### config.mk
export PLATFORM = sky130hd
export DESIGN_NAME = gs_fetch
export DESIGN_NICKNAME = d
export VERILOG_FILES = /design/src/rtl/gs_fetch.sv
export SDC_FILE = /design/constraint.sdc
export NUM_CORES = 1
export LEC_CHECK = 0
export CORE_AREA = 2 2 178 180
export CTS_BUF_LIST = sky130_fd_sc_hd__clkbuf_16
export CTS_CLUSTER_DIAMETER = 120
export DETAILED_ROUTE_END_ITERATION = 16
export DIE_AREA = 0 0 180 182
export PLACE_DENSITY_LB_ADDON = 0.2
export SYNTH_ARGS = -nofsm -noshare
export SYNTH_HDL_FRONTEND = slang
export SYNTH_SLANG_ARGS = --single-unit
### constraint.sdc
create_clock -name clk -period 11.1 [get_ports clk]
set_input_delay 1.11 -clock clk [delete_from_list [all_inputs] [get_ports clk]]
set_output_delay 1.11 -clock clk [all_outputs]
set_load 0.05 [all_outputs]
### src/rtl/gs_fetch.sv
// Instruction fetch stage: drives a 1-cycle-latency instruction SRAM, buffers
// returned words in a 2-entry FIFO and hands them to decode with a valid/ready handshake.
module gs_fetch #(
  parameter logic [31:0] BOOT_ADDR = 32'h0,
  parameter int          ADDR_SIZE = 32,
  parameter int          WORD_SIZE = 32,
  parameter int          BYTES     = 4
) (
  input  logic                 clk,
  input  logic                 rst,
  output logic                 im_cs,
  output logic                 im_oe,
  output logic [BYTES-1:0]     im_web,
  output logic [13:0]          im_addr,
  input  logic [WORD_SIZE-1:0] im_do,
  input  logic                 redirect_valid,
  input  logic [ADDR_SIZE-1:0] redirect_pc,
  output logic                 if_valid,
  output logic [WORD_SIZE-1:0] if_instr,
  output logic [ADDR_SIZE-1:0] if_pc,
  input  logic                 id_ready
);

  typedef struct packed {
    logic [WORD_SIZE-1:0] instr;
    logic [ADDR_SIZE-1:0] pc;
  } entry_t;

  logic [ADDR_SIZE-1:0] pc;
  logic [ADDR_SIZE-1:0] inflight_pc;
  logic                 inflight;
  logic                 kill;
  entry_t               fifo_mem [2];
  logic                 rd_ptr;
  logic                 wr_ptr;
  logic [1:0]           count;

  logic                 pop;
  logic                 push;
  logic                 issue;
  logic [2:0]           credit_used;

  // Slots already committed: buffered entries plus the read whose data is arriving,
  // minus the entry leaving this cycle. Keeping this below 2 makes overflow impossible.
  assign pop         = if_valid & id_ready;
  assign credit_used = {1'b0, count} + {2'b00, inflight} - {2'b00, pop};
  assign issue       = rst & ~redirect_valid & (credit_used < 3'd2);
  assign push        = inflight & ~kill & ~redirect_valid;

  assign im_cs    = rst;
  assign im_oe    = issue;
  assign im_web   = '1;
  assign im_addr  = pc[15:2];

  assign if_valid = (count != 2'd0);
  assign if_instr = fifo_mem[rd_ptr].instr;
  assign if_pc    = fifo_mem[rd_ptr].pc;

  // NOTE: sequential state uses non-blocking assignments only, so every flop samples
  // the pre-edge values of its peers regardless of statement order.
  always_ff @(posedge clk) begin
    if (!rst) begin
      pc       <= ADDR_SIZE'(BOOT_ADDR);
      inflight <= 1'b0;
      kill     <= 1'b0;
      count    <= 2'd0;
      rd_ptr   <= 1'b0;
      wr_ptr   <= 1'b0;
    end else begin
      inflight <= issue;
      if (redirect_valid) begin
        // Redirect wins over everything: realign target, drop buffered and pending words.
        pc     <= redirect_pc & ~ADDR_SIZE'(3);
        kill   <= 1'b1;
        count  <= 2'd0;
        rd_ptr <= 1'b0;
        wr_ptr <= 1'b0;
      end else begin
        if (issue) begin
          pc   <= pc + ADDR_SIZE'(4);
          kill <= 1'b0;
        end
        if (push) wr_ptr <= ~wr_ptr;
        if (pop)  rd_ptr <= ~rd_ptr;
        if (push && !pop)      count <= count + 2'd1;
        else if (pop && !push) count <= count - 2'd1;
      end
    end
  end

  // NOTE: FIFO storage and the in-flight PC carry no reset; count/inflight gate
  // their use, so stale contents are never observed.
  always_ff @(posedge clk) begin
    if (issue) inflight_pc <= pc;
    if (push)  fifo_mem[wr_ptr] <= '{instr: im_do, pc: inflight_pc};
  end

  no_overflow: assert property (@(posedge clk) disable iff (!rst)
    (push && !pop) |-> (count != 2'd2));

endmodule

==> metrics.txt <==
Synth top cells by count edfxtp_1 (154), mux2_2 (63), dfxtp_1 (37); Pint 1180 µW; Antenna Cells 0; Critical Path Sink Type output port; Placed Cells 1021; FF-to-FF setup slack 7.56 ns; ys async rst share 0%; leakage power 0.00328 µW; GRT Residual Overflow 0; Max Cap Violations 0; Non-Filler Instances 1053; Cells on Worst Hold Path 0; post_cts resized 0; actual slew at the worst max-slew pin 1.03 ns; Sw Share 24.3%; worst reg2reg startpoint count[1]$_SDFFE_PN0P_; largest net degree at the start of global routing 63; Clock power frac 37.2%; combinational share of power 10.0%; DR vias/cell 4.31; CTS tree done; Sequential Power Share 52.8%; post-detailed-route count of antenna-violating nets 0; hold_buf cts 0; # fillers 3060; CTS Buffer Depth 2; final hold violation count 0; FF-to-FF End pc[2]$_SDFFE_PN0P_; Seq/Total Area, Yosys 70.1%; core area 31000 µm²; synthesized flop and latch total 191; Worst EP required 9.99 ns; max-slew violations 0; DRC viols 0; clock sink count 191; top achievable clock speed 0.173 GHz; CTS HTree Levels 4; crit path DAT 4.68 ns; Placement Rows 65; synthesized area per cell 15.0 µm²; Vias 4542; Port Buf Inserts 144; Setup Fix Bufs, Post-CTS 0; VDD IR max 107 µV; Crit Path Class in2out; synth top area cells edfxtp_1 (60%), dfxtp_1 (9.7%), mux2_2 (9.3%); # nets final 710; Slew headroom 31.2%; Hold WC Path Type reg2reg; fraction of layout cells with a size suffix above 1 16.9%; R2R depth 12; min cycle time layout 5.79 ns; Mapped Area 7650 µm²; post-synthesis instance total 509; first drt pass iteration count 5; initial antenna violation count 0; clock skew 0.0148 ns; first-pass GRT wire length 27300 µm; Avg WL per Cell 16.8 µm; Worst setup SP type input port; Initial Util 24.7%; RSZ-0062 raised after global routing no; Finish-stage setup viols 0; number of flops mapped to enable cells by yosys 154; Clk Latency, worst-skew pair 0.43 ns; status finished clean; TritonCTS Buffers 17; fin util 32.2%; GPL Wtd Cong 0.714; largest area contributor in the netlist edfxtp_1; synth warn 0; IO Pins 153; top-count cell post-synth edfxtp_1; die area 32800 µm²; ys flop type edfxtp_1; die height 182 µm; post-synth top area share 60.4%; CTS clock-pin slew for the worst setup and hold paths 0.06 ns; number of global-route vias before repair 4741; crit path to im_oe; Tot GR Track Use 11.0%; Detailed Place HPWL 11500 µm; Die W 180 µm; P_sw 379 µW; Distinct cells, synth 53; critical path startpoint id_ready; CP max FO 44; setup TNS 0 ns; initial detailed-routing violation count 303; drt total wl 17700 µm; Area growth, synth to finish 30.3%; clock root buffer clkbuf_16; Pwr Density 156 nW/µm²; final worst-path cycle share 52.2%
-- registers in the layout, summed over array words and instances (netlist names), named ones only --
signal,flops
count,2
inflight,1
fifo_mem,124
rd_ptr,1
pc,30
inflight_pc,30
wr_ptr,1
kill,1
-- power by group through the flow --
stage | Sequential [µW] | Clock [µW] | Combinational [µW]
4_1_cts | 822 | 602 | 159
3_5_place_dp | 838 | 0 | 158
2_1_floorplan | 830 | 0 | 102
6_report | 822 | 579 | 156
3_3_place_gp | 836 | 0 | 156
5_1_grt | 825 | 631 | 167
-- metrics by stage --
| step | power, µW | worst slack, ns | hold WS [ns] | area (µm²) |
|---|---|---|---|---|
| after floorplan | 932 | 6.08 | 0.421 | 7670 |
| after global placement | 993 | 5.32 | 0.424 | 9420 |
| after detailed placement | 996 | 5.29 | 0.430 | 9420 |
| after CTS | 1580 | 5.27 | 0.444 | 9970 |
| after global routing | 1620 | 5.09 | 0.458 | 9970 |
| final | 1560 | 5.31 | 0.445 | 9970 |
-- per-layer routing --
| metal | wire length (µm) | up-vias | share of wire, % | GRT usage, % |
|---|---|---|---|---|
| li1 | - | 2154 | - | - |
| met2 | 8590 | 141 | 49 | 18.3 |
| met1 | 7890 | 2231 | 45 | 13.7 |
| met3 | 1000 | 16 | 5.7 | 3.15 |
| met5 | 0 | - | 0 | 0 |
| met4 | 233 | 0 | 1.3 | 3.80 |
-- layout by cell type (no fill, tap or decap), types with 8 or more instances in the layout --
| cell type | instances |
|---|---|
| edfxtp_1 | 154 |
| clkdlybuf4s50_1 | 144 |
| mux2_2 | 63 |
| dfxtp_1 | 36 |
| nand2_1 | 29 |
| o21ai_0 | 19 |
| clkbuf_16 | 19 |
| nand4_1 | 17 |
| xnor2_1 | 15 |
| nor2_1 | 14 |
| a21oi_1 | 9 |
| nand3_1 | 8 |
-- worst max-delay path, cell delays in order --
cell and delay [ns]:
clkdlybuf4s50_1 0.46, nand2_1 0.10, inv_1 0.08, ha_1 0.21, nand2b_1 0.15, fa_1 0.38
xnor2_1 0.25, nand4_1 0.17, inv_2 0.79, clkdlybuf4s50_1 0.97
-- worst min-delay path by stage --
stage                                         start                        end
after CTS                  inflight_pc[9]$_DFFE_PP_   fifo_mem[1][9]$_DFFE_PP_
after global routing       inflight_pc[8]$_DFFE_PP_   fifo_mem[0][8]$_DFFE_PP_
after global placement     inflight_pc[4]$_DFFE_PP_   fifo_mem[0][4]$_DFFE_PP_
after floorplan           inflight_pc[10]$_DFFE_PP_  fifo_mem[0][10]$_DFFE_PP_
after detailed placement   inflight_pc[9]$_DFFE_PP_   fifo_mem[0][9]$_DFFE_PP_
final                      inflight_pc[9]$_DFFE_PP_   fifo_mem[1][9]$_DFFE_PP_
-- layout make-up --
| cell class | instances | area [µm²] | area share [%] |
|---|---|---|---|
| flip-flops and latches | 191 | 5370 | 53.8 |
| multi-input cells | 273 | 2050 | 20.5 |
| well taps | 402 | 503 | 5.04 |
| clock inverters | 13 | 82.6 | 0.828 |
| inverters | 7 | 26.3 | 0.263 |
| repair buffers | 148 | 1470 | 14.8 |
| clock buffers | 19 | 475 | 4.77 |
-- cells by family after synthesis --
group	synth area share, %
adder cells (fa/ha/maj)	0.752
other	0.0981
buffers and inverters	3.48
AO/OA/AOI/OAI	5.22
multiplexers	9.40
flip-flops	70.1
XOR/XNOR	2.52
AND/OR/NAND/NOR	8.42
No activity file was read; power rests on OpenSTA's default activity.
